## src/rtl/pulse_gen_pkg.sv

```systemverilog
// Shared types and helpers for the multi-channel one-shot pulse generator.
// Holds the per-channel state encoding and the pulse-length clamp.
package pulse_gen_pkg;

    localparam int MAX_LEN_W = 32;

    typedef enum logic [1:0] {
        IDLE     = 2'd0,
        PULSE    = 2'd1,
        HOLD     = 2'd2,
        WAIT_LOW = 2'd3
    } state_t;

    // Counter load value for a pulse: a length of 0 behaves like a length of 1.
    function automatic logic [MAX_LEN_W-1:0] pulse_count(input logic [MAX_LEN_W-1:0] len);
        return (len == '0) ? '0 : len - MAX_LEN_W'(1);
    endfunction

endpackage

```

## src/rtl/pulse_gen_channel.sv

```systemverilog
// One pulse-generator channel: edge register, length down-counter and a
// four-state FSM that emits a pulse, holds off, then waits for re-arm.
module pulse_gen_channel
    import pulse_gen_pkg::*;
#(
    parameter int LEN_W = 8
) (
    input  logic             clk,
    input  logic             rst,
    input  logic             in,
    input  logic [LEN_W-1:0] pulse_len,
    input  logic [LEN_W-1:0] holdoff_len,
    input  logic             repeat_en,
    output logic             out,
    output logic             busy,
    output logic             missed
);

    state_t           state;
    state_t           state_next;
    logic [LEN_W-1:0] cnt;
    logic [LEN_W-1:0] cnt_next;
    logic [LEN_W-1:0] pulse_load;
    logic             in_q;
    logic             missed_next;

    assign pulse_load  = LEN_W'(pulse_count(MAX_LEN_W'(pulse_len)));
    assign missed_next = in & ~in_q & ((state == PULSE) || (state == HOLD));

    always_ff @(posedge clk) begin
        if (rst) begin
            state  <= IDLE;
            cnt    <= '0;
            in_q   <= 1'b0;
            missed <= 1'b0;
        end else begin
            state  <= state_next;
            cnt    <= cnt_next;
            in_q   <= in;
            missed <= missed_next;
        end
    end

    // Transitions are taken when the counter reaches zero, so it never wraps.
    always_comb begin
        state_next = state;
        cnt_next   = cnt;
        case (state)
            IDLE: begin
                if (in) begin
                    state_next = PULSE;
                    cnt_next   = pulse_load;
                end
            end
            PULSE: begin
                if (cnt != '0) begin
                    cnt_next = cnt - LEN_W'(1);
                end else if (holdoff_len != '0) begin
                    state_next = HOLD;
                    cnt_next   = holdoff_len - LEN_W'(1);
                end else begin
                    state_next = WAIT_LOW;
                end
            end
            HOLD: begin
                if (cnt == '0) begin
                    state_next = WAIT_LOW;
                end else begin
                    cnt_next = cnt - LEN_W'(1);
                end
            end
            WAIT_LOW: begin
                if (!in) begin
                    state_next = IDLE;
                end else if (repeat_en) begin
                    state_next = PULSE;
                    cnt_next   = pulse_load;
                end
            end
            default: begin
                state_next = IDLE;
            end
        endcase
    end

    always_comb begin
        out  = (state == PULSE);
        busy = (state != IDLE);
    end

endmodule

```

## src/rtl/pulse_gen.sv

```systemverilog
// Multi-channel one-shot pulse generator: independent channels sharing only
// the pulse-length and hold-off settings.
module pulse_gen
    import pulse_gen_pkg::*;
#(
    parameter int CHANNELS = 4,
    parameter int LEN_W    = 8
) (
    input  logic                clk,
    input  logic                rst,
    input  logic [CHANNELS-1:0] in,
    input  logic [LEN_W-1:0]    pulse_len,
    input  logic [LEN_W-1:0]    holdoff_len,
    input  logic [CHANNELS-1:0] repeat_en,
    output logic [CHANNELS-1:0] out,
    output logic [CHANNELS-1:0] busy,
    output logic [CHANNELS-1:0] missed
);

    for (genvar g = 0; g < CHANNELS; g++) begin : g_ch
        pulse_gen_channel #(
            .LEN_W(LEN_W)
        ) u_channel (
            .clk        (clk),
            .rst        (rst),
            .in         (in[g]),
            .pulse_len  (pulse_len),
            .holdoff_len(holdoff_len),
            .repeat_en  (repeat_en[g]),
            .out        (out[g]),
            .busy       (busy[g]),
            .missed     (missed[g])
        );
    end

endmodule

```

## config.mk

```make
export PLATFORM = sky130hd
export DESIGN_NAME = pulse_gen
export DESIGN_NICKNAME = d
export VERILOG_FILES = /design/src/rtl/pulse_gen_pkg.sv /design/src/rtl/pulse_gen_channel.sv /design/src/rtl/pulse_gen.sv
export SDC_FILE = /design/constraint.sdc
export NUM_CORES = 1
export LEC_CHECK = 0
export CAP_MARGIN = 20
export CORE_MARGIN = 2
export CORE_UTILIZATION = 29
export DETAILED_ROUTE_END_ITERATION = 10
export GPL_TIMING_DRIVEN = 0
export PLACE_DENSITY = 0.58
export SLEW_MARGIN = 20
export SYNTH_ARGS = -nofsm -noshare
export SYNTH_HDL_FRONTEND = slang
export SYNTH_HIERARCHICAL = 1
export SYNTH_SLANG_ARGS = --single-unit
```

## constraint.sdc

```tcl
create_clock -name clk -period 4.49 [get_ports clk]
set_input_delay 0.6735 -clock clk [delete_from_list [all_inputs] [get_ports clk]]
set_output_delay 0.6735 -clock clk [all_outputs]
set_load 0.02 [all_outputs]
```

After elaboration in Yosys (flattened, before gate mapping):

Cells that the tools add are included.

* bits in registers: 48
* bits in latches: 0
* RAM bits: 0
* bits in read-only memories: 0
* output and inout bits: 12
* word-level logic and storage cells: 159
* memories kept: 0

* $add $sub $neg: 6
* multipliers: 0
* divide/modulo/power cells: 0
* magnitude comparators: 0
* equality and inequality tests: 44
* shift operators: 0
* multiplexer cells: 51
* bitwise logic cells: 12
* reduce and logical (&&, ||, !) cells: 30

Operator list (count)
* $mux W8: 22
* $pmux W8 S4: 4
* $ne A2 B2 Y1 const B: 24
* $sub A8 B1 Y8 const B: 6
* $logic_not A8 Y1: 5
* $mux W2: 20
* $reduce_bool A8 Y1: 5
* $pmux W2 S4: 4
* $ne A3 B3 Y1 const B: 8
* $reduce_and A5 Y1: 4
* $eq A2 B2 Y1 const B: 8
* $reduce_and A4 Y1: 4
* $and A1 B1 Y1: 8
* $eq A2 B1 Y1 const B: 4
* $logic_not A2 Y1: 4
* $reduce_bool A2 Y1: 4
* $logic_or A1 B1 Y1: 4
* $not A1 Y1: 4
* $mux W1: 1

Depth between registers and ports, before layout:

Gate-level depths: netlist (run 1).

* word-level depth: 5
* gate-level depth with buffers: 8

By module:

The synthesis (run 1) kept the hierarchy.

Modules (own cells, without submodules)
* pulse_gen_channel at g_ch[1].u_channel ...: instances 2, cells an instance 149, area each 1164.9 um2, seq. area each 240.2 um2
* pulse_gen_channel at g_ch[3].u_channel: instances 1, cells an instance 140, area each 1174.9 um2, seq. area each 240.2 um2
* pulse_gen_channel at g_ch[0].u_channel: instances 1, cells an instance 152, area each 1167.4 um2, seq. area each 240.2 um2

Least setup slack after synthesis (run 1):

No wires, ideal clock.

* path type: in2reg
* from: input port pulse_len[5]
* to: register g_ch[3].u_channel.cnt[7]
* arrival: 1946 ps
* path slack: 2410 ps
* stages: 5
* path buffers: 0
* cell sequence: or4_1 -> nor4_2 -> mux2_2 -> a21oi_1 -> a211oi_2

* longest elaborated chain between the ends: 5

RTL lines
* start: declaration: line pulse_gen.sv:12 `input logic [LEN_W-1:0] pulse_len,`
* $sub A8 B1 Y8 / $logic_not A8 Y1 (equally long branches): line pulse_gen_pkg.sv:16 `return (len == '0) ? '0 : len - MAX_LEN_W'(1);`
* $mux W8 (*): line pulse_gen_pkg.sv:16
* $mux W8: line pulse_gen_channel.sv:75 `end else if (repeat_en) begin`
* $mux W8: line pulse_gen_channel.sv:73 `if (!in) begin`
* $pmux W8 S4 (*): line pulse_gen_channel.sv:48 `case (state)`
* end signal: assignment: line pulse_gen_channel.sv:38 `cnt <= cnt_next;`
* end: declaration: line pulse_gen_channel.sv:21 `logic [LEN_W-1:0] cnt;`

Every way passes the cells marked *; elsewhere a longest branch is shown, timed or not. The select of a mux whose other input is x is not followed.
A chain may end at the register's enable or synchronous reset.

Worst setup path after layout (run 1):

* from: input port holdoff_len[0]
* to: register g_ch[0].u_channel.cnt[2]

* longest elaborated chain between the ends: 4

RTL lines
* start: declaration: line pulse_gen.sv:13 `input logic [LEN_W-1:0] holdoff_len,`
* $sub A8 B1 Y8: line pulse_gen_channel.sv:60 `cnt_next = holdoff_len - LEN_W'(1);`
* $mux W8: line pulse_gen_channel.sv:58 `end else if (holdoff_len != '0) begin`
* $mux W8: line pulse_gen_channel.sv:56 `if (cnt != '0) begin`
* $pmux W8 S4: line pulse_gen_channel.sv:48
* end signal: assignment: line pulse_gen_channel.sv:38
* end: declaration: line pulse_gen_channel.sv:21

Parallel ways exist; a longest one is shown, timed or not. The select of a mux whose other input is x is not followed.

==> metrics, run 1 <==
maximum capacitance violations 0; maximum number of buffers from clock root to sink 2; Sw Ratio 48.9%; number of design rule violations left after detail routing 0; post-layout minimum cycle time 3290 ps; die span in y 131 um; last weighted congestion value of the routability-driven placer 0.821; DRT Wirelength 12500 um; number of fillers in the final layout 1678; data required time of the critical path 4690 ps; routed via count divided by cell count 5.09; # Post-CTS Setup Buffers 0; worst min-delay path startpoint g_ch[3].u_channel/in_q; highest ir drop seen on vdd 161 uV; TritonCTS clock tree done; syn nets 656; area share of fa/ha/maj cells after synthesis 10.7%; top-level port count 38; share of the cycle needed by the critical path after routing 73.2%; number of instances in the placed design 843; Max Transition Viols Final 0; largest fanout on the critical path 16; global-route total usage across every layer 15.1%; worst setup timing slack at the placement stage 936 ps; Finish-stage setup viols 0; routed via count 4327; multiplexer fraction of the synthesized cell area 1.74%; PnR worst setup slack 1200 ps; fraction of layout instances using a drive strength above 1 7.26%; critical path launch point type input port; count of different cell masters after synthesis 63; number of global-route vias before repair 3944; Clk pwr share 10.6%; final count of hold timing violations 0; buffer cell driving the clock tree root clkbuf_16; synthesized-area fraction occupied by and/or/nand/nor cells 27.3%; class of the tightest hold or removal check flop to flop; synthesized area 4670 um2; grt total ovfl 0; standard cell core area 15800 um2; signal arrival time at the worst endpoint 3490 ps; number of standard-cell rows in the floorplan 46; first element of the critical path holdoff_len[0]; share of the synthesized area in compound gates (AO/OA/AOI/OAI) 23.8%; clock latency at the later pin of the worst-skew pair 300 ps; global-route wire length before repair 20500 um; status finished clean; final clock skew 3.67 ps; routed wire length per instance 14.7 um; register clock-pin slew on the reported worst setup and hold paths 70 ps; number of flops mapped to enable cells by yosys 0; Post-synth top flop dfxtp_1; cell accounting for the most synthesized area dfxtp_1; xor/xnor share of the synthesized area 10.9%; number of buffers added on ports 37; final layout net count 700; Post-Synthesis Mean Instance Area 7.92 um2; n_diodes 0; part of the power in combinational logic 67.1%; Num CTS Buffers 5; share of Yosys cell area claimed by the top area cell type 20.6%; Switching Power 1.88 mW; number of antenna violations at the first check in global routing 0; unrepaired setup endpoints after global routing no; synthesis-stage register bit count 48; post-cts resize count 0; final cell count without fillers 850; clock sinks 48; Synth async-reset ratio 0%; Cell Pwr Density 703 nW/um2; sequential power share 22.3%; worst reg2reg startpoint g_ch[0].u_channel/state[1]; post-route antenna net violation count 0; post-route setup TNS 0 ps; Die W 131 um; DP HPWL 9320 um; Initial Util 29.5%; gate count after technology mapping 590; final total power 3.84 mW; proportion of synthesized chip area in sequential cells 20.6%; Slew Limit Headroom 45.3%; iteration count of the initial detailed-routing pass 5; count of hold buffers inserted by post-cts repair 0; Static Leakage 2.03 nW; post-layout util 34.5%; category of the most critical setup path input port to flop; Max Fclk 304 MHz; top cells by area, synth dfxtp_1 21%, ha_1 11%, xnor2_1 8.2%, nor2_1 7.2%, a211oi_1 3.7%; CTS H-tree lvls 2; area of the die 17100 um2; area delta synth->final 17.0%; largest net degree at the start of global routing 20; Slew @ Worst Pin 818 ps; yosys synthesis warning count 6; 1st-iter DRT viols 385; largest family of logic cells by synthesized area simple AND/OR/NAND/NOR gates; Internal Dissipation 1.96 mW; CP Capture Type flop
## Yosys cell counts (5+ instances only)
master	number
o22ai_1	17
nor2b_1	7
nor2_1	89
xor2_1	14
dfxtp_1	48
ha_1	40
mux2i_1	7
nor3b_1	14
nand3_1	6
a31o_2	7
nand2_1	38
a21boi_0	5
o22a_1	6
clkbuf_1	8
nor4_1	8
a211oi_1	23
nor3_1	16
nor4_4	6
xnor2_1	44
o21ai_0	10
inv_1	44
a21oi_1	29
o31ai_1	5
a311oi_1	13
## area by class of cell
type	count	area [um2]	share of cell area (%)
plain buffers	12	68.8	1.26
multi-input cells	486	3480	63.6
repair buffers	37	370	6.78
clock buffers	7	153	2.79
inverters	44	165	3.02
well taps	216	270	4.95
flip-flops and latches	48	961	17.6
## critical path: stages
cell	delay, ps
clkdlybuf4s50_1	960
inv_1	150
ha_1	240
nor4bb_1	140
a21oi_1	230
o22a_1	330
clkbuf_1	420
nor2_1	80
a211oi_1	250
## worst paths after layout
kind / slack (ps) / end / depth (start not counted)
setup / recovery: 1200 / g_ch[0].u_channel/cnt[2] / 9
hold / removal: 390 / g_ch[3].u_channel/missed / 1
setup reg to reg: 2140 / g_ch[0].u_channel/cnt[2] / 8
hold reg to reg: 390 / g_ch[3].u_channel/missed / 1
## kinds of logic after synthesis
group / Yosys count
buffers and inverters: 56
flip-flops: 48
AND/OR/NAND/NOR: 229
multiplexers: 8
adder cells (fa/ha/maj): 40
XOR/XNOR: 58
AO/OA/AOI/OAI: 151
## state kept, by name, summed over array words and instances (netlist names)
name,cells
g_ch.u_channel/cnt,32
g_ch.u_channel/in_q,4
g_ch.u_channel/missed,4
g_ch.u_channel/state,8
## per-layer routing
layer	up-vias	global-route usage [%]	routed length, um	share of wire (%)
met5	-	0	0	0
met4	0	3.88	175	1.4
met3	10	1.95	371	3.0
met2	75	24.5	5800	46
met1	1998	21.1	6130	49
li1	2244	-	-	-
## placed cells by master, fill, tap and decap left out, drive strengths merged, types with 4 or more instances in the layout
cell type and count:
nor2 89, dfxtp 48, inv 44, xnor2 44, nand2 41, ha 40
clkdlybuf4s50 37, a21oi 30, a211oi 26, o22ai 17, nor3 16, nor4 16
clkbuf 15, nor3b 14, xor2 14, a311oi 14, o21ai 10, or4 8
a31o 7, nor2b 7, mux2i 7, o22a 6, nand3 6, a21boi 5
o31ai 5, or3 4, a31oi 4, and2 4, nand3b 4, buf 4
a21o 4
## power groups by stage
stage	clock [mW]	combinational, mW	sequential (mW)
after floorplan	0	1.97	0.823
after global placement	0	2.57	0.863
after detailed placement	0	2.56	0.864
after CTS	0.421	2.58	0.855
after global routing	0.433	2.88	0.891
final	0.406	2.58	0.857
## through the flow
step | hold slack, ps | instance area [um2]
global placement | 388 | 5310
CTS | 391 | 5470
detailed placement | 382 | 5310
global route | 399 | 5470
finish | 389 | 5470
floorplan | 372 | 4670
(Power assumes the default switching activity.)
==> inputs of run 2 (changes only) <==
--- a/config.mk
+++ b/config.mk
@@ -10,7 +10,7 @@
 export CORE_UTILIZATION = 29
 export DETAILED_ROUTE_END_ITERATION = 10
 export GPL_TIMING_DRIVEN = 0
-export PLACE_DENSITY = 0.58
+export PLACE_DENSITY = 0.59
 export SLEW_MARGIN = 20
 export SYNTH_ARGS = -nofsm -noshare
 export SYNTH_HDL_FRONTEND = slang
==> constraint.sdc (replaced) <==
create_clock -name clk -period 2.72 [get_ports clk]
set_input_delay 0.408 -clock clk [delete_from_list [all_inputs] [get_ports clk]]
set_output_delay 0.408 -clock clk [all_outputs]
set_load 0.02 [all_outputs]
==> run 2 against run 1 <==
- non-clock buffer count did not move
- cell count unchanged
- clock power increased by 62%
- via count increased by 0.12%
- final area rose by 0.46%
- critical path depth unchanged
- register-to-register slack worse by 1800 ps
==> metrics, run 2 (synthesis results as in run 1) <==
status finished clean; instance area at placement 5310 um2 (unchanged); fraction of layout instances using a drive strength above 1 8.04% (+0.79 points); global-route wire length before repair 20200 um (-1.3%); routed via count divided by cell count 5.10 (+0.12%); final layout net count 700 (unchanged); leading cell types in the layout, fill and taps excluded 89 x nor2_1, 48 x dfxtp_1, 44 x inv_1, 44 x xnor2_1, 40 x ha_1; number of design rule violations left after detail routing 0 (unchanged); last weighted congestion value of the routability-driven placer 0.861 (+4.9%); largest fanout on the critical path 12 (-4); DP HPWL 9390 um (+0.78%); highest ir drop seen on vdd 308 uV (+91%); PnR worst setup slack 170 ps (-1030 ps); worst r2r dst g_ch[0].u_channel/cnt[3]; post-route antenna net violation count 0 (unchanged); grt total ovfl 0 (unchanged); number of global-route vias before repair 3994 (+1.3%); final count of hold timing violations 0 (unchanged); number of buffers added on ports 37 (unchanged); # Post-CTS Setup Buffers 0 (unchanged); area of the die 17100 um2 (unchanged); Finish-stage setup viols 0 (unchanged); worst reg2reg startpoint g_ch[0].u_channel/state[1]; Max Transition Viols Final 0 (unchanged); hold-critical path depth 1 (unchanged); maximum number of buffers from clock root to sink 2 (unchanged); register clock-pin slew on the reported worst setup and hold paths 70 ps (about the same); class of the tightest hold or removal check flop to flop; post-layout minimum cycle time 2550 ps; routed wire length per instance 14.7 um (-0.11%); category of the most critical setup path input port to flop; hold endpoint g_ch[3].u_channel/missed; maximum capacitance violations 0 (unchanged); Num CTS Buffers 5 (unchanged); TritonCTS clock tree done; routed via count 4332 (+0.12%); global-route total usage across every layer 14.8% (-0.27 points); worst setup timing slack at the placement stage -565 ps (-1500 ps); largest reg by FF count g_ch.u_channel/cnt; clock latency at the later pin of the worst-skew pair 290 ps (about the same); worst min-delay path startpoint g_ch[3].u_channel/in_q; n_diodes 0 (unchanged); Slew Limit Headroom 45.8% (+0.50 points); standard cell core area 15800 um2 (unchanged); Final Instance Area 5490 um2 (+0.46%); unrepaired setup endpoints after global routing no; most common cell after layout, fill and taps aside nor2_1; clock sinks 48 (unchanged); share of the cycle needed by the critical path after routing 93.7%; data required time of the critical path 2920 ps (-1770 ps); Slew @ Worst Pin 811 ps (-6.34 ps); final clock skew 3.95 ps (+0.284 ps); count of hold buffers inserted by post-cts repair 0 (unchanged); Static Leakage 2.07 nW (+2.0%); iteration count of the initial detailed-routing pass 4 (-1); Reg2Reg Setup Slack 390 ps (-1750 ps); registers with the most flip-flops g_ch.u_channel/cnt x32, g_ch.u_channel/state x8; critical path launch point type input port; 1st-iter DRT viols 351 (-8.8%); Die W 131 um (unchanged); DRT Wirelength 12500 um (-0.11%); area delta synth->final 17.5%; CP Capture Type flop; die span in y 131 um (unchanged); final total power 6.33 mW (+65%); top-level port count 38 (unchanged); number of standard-cell rows in the floorplan 46 (unchanged); buffer cell driving the clock tree root clkbuf_16; Initial Util 29.5% (unchanged); signal arrival time at the worst endpoint 2750 ps (-740 ps); Cell Pwr Density 1150 nW/um2 (+64%); number of antenna violations at the first check in global routing 0 (unchanged); CTS H-tree lvls 2 (unchanged); max reg flops 32 (unchanged); largest net degree at the start of global routing 20 (unchanged); Worst Reg-to-Reg Cells 7 (-1); Max Fclk 392 MHz
## run 2: worst max-delay path by stage
stage,to,cells after the start,from
5_1_grt,g_ch[1].u_channel/cnt[3],9,holdoff_len[1]
4_1_cts,g_ch[0].u_channel/cnt[2],9,holdoff_len[0]
3_3_place_gp,g_ch[0].u_channel/cnt[2],9,holdoff_len[0]
3_5_place_dp,g_ch[0].u_channel/cnt[2],9,holdoff_len[0]
2_1_floorplan,g_ch[0].u_channel/cnt[1],8,g_ch[0].u_channel/state[1]
6_report,g_ch[0].u_channel/cnt[2],9,holdoff_len[1]
## run 2: cell type report
| type | count | area, um2 |
|---|---|---|
| Multi-Input combinational cell | 486 | 3500 |
| Inverter | 44 | 165 |
| Fill cell | 1652 | 10300 |
| Sequential cell | 48 | 961 |
| Clock buffer | 7 | 153 |
| Timing Repair Buffer | 37 | 375 |
| Tap cell | 216 | 270 |
| Buffer | 12 | 70.1 |
## run 2: power by group
part | internal (mW) | switching (mW) | total [mW] | leakage [nW]
combinational | 1.85 | 2.41 | 4.25 | 1.60
sequential | 1.01 | 0.407 | 1.42 | 0.398
clock | 0.387 | 0.271 | 0.658 | 0.0760
total | 3.24 | 3.08 | 6.33 | 2.07
## run 2: routing by layer
metal	track usage [%]	share of wire [%]	up-vias
met5	0	0	-
met4	4.44	2.0	0
met3	2.61	3.9	13
met2	23.7	45	77
met1	20.4	49	2006
li1	-	-	2236
## run 2: timing repair
| action | 4_1_cts | 5_1_grt |
|---|---|---|
| setup endpoints to repair | 14 | 26 |
| cloned | 0 | 0 |
| pin swaps | 0 | 0 |
| resized for setup | 2 | 10 |
## run 2: metrics by stage
step	setup TNS [ps]	hold slack, ps	utilization [%]	cells
floorplan	0	372	-	590
global placement	-9860	388	33.6	843
detailed placement	-9490	386	33.6	843
CTS	0	400	34.6	850
global route	0	436	34.7	850
finish	0	401	34.7	850
## run 2: worst max-delay path, stage by stage
cell	delay [ps]
clkdlybuf4s50_1	750
inv_1	120
ha_1	200
nor4bb_1	140
a21oi_1	220
o22a_1	320
clkbuf_2	300
nor2_1	60
a211oi_1	230
==> inputs of run 3 (changes only) <==
--- a/config.mk
+++ b/config.mk
@@ -8,6 +8,7 @@
 export CAP_MARGIN = 20
 export CORE_MARGIN = 2
 export CORE_UTILIZATION = 29
+export CTS_CLUSTER_DIAMETER = 50
 export DETAILED_ROUTE_END_ITERATION = 10
 export GPL_TIMING_DRIVEN = 0
 export PLACE_DENSITY = 0.59
==> results of run 3 <==
No change in the layout: final DEF, timing and power equal those of run 2.
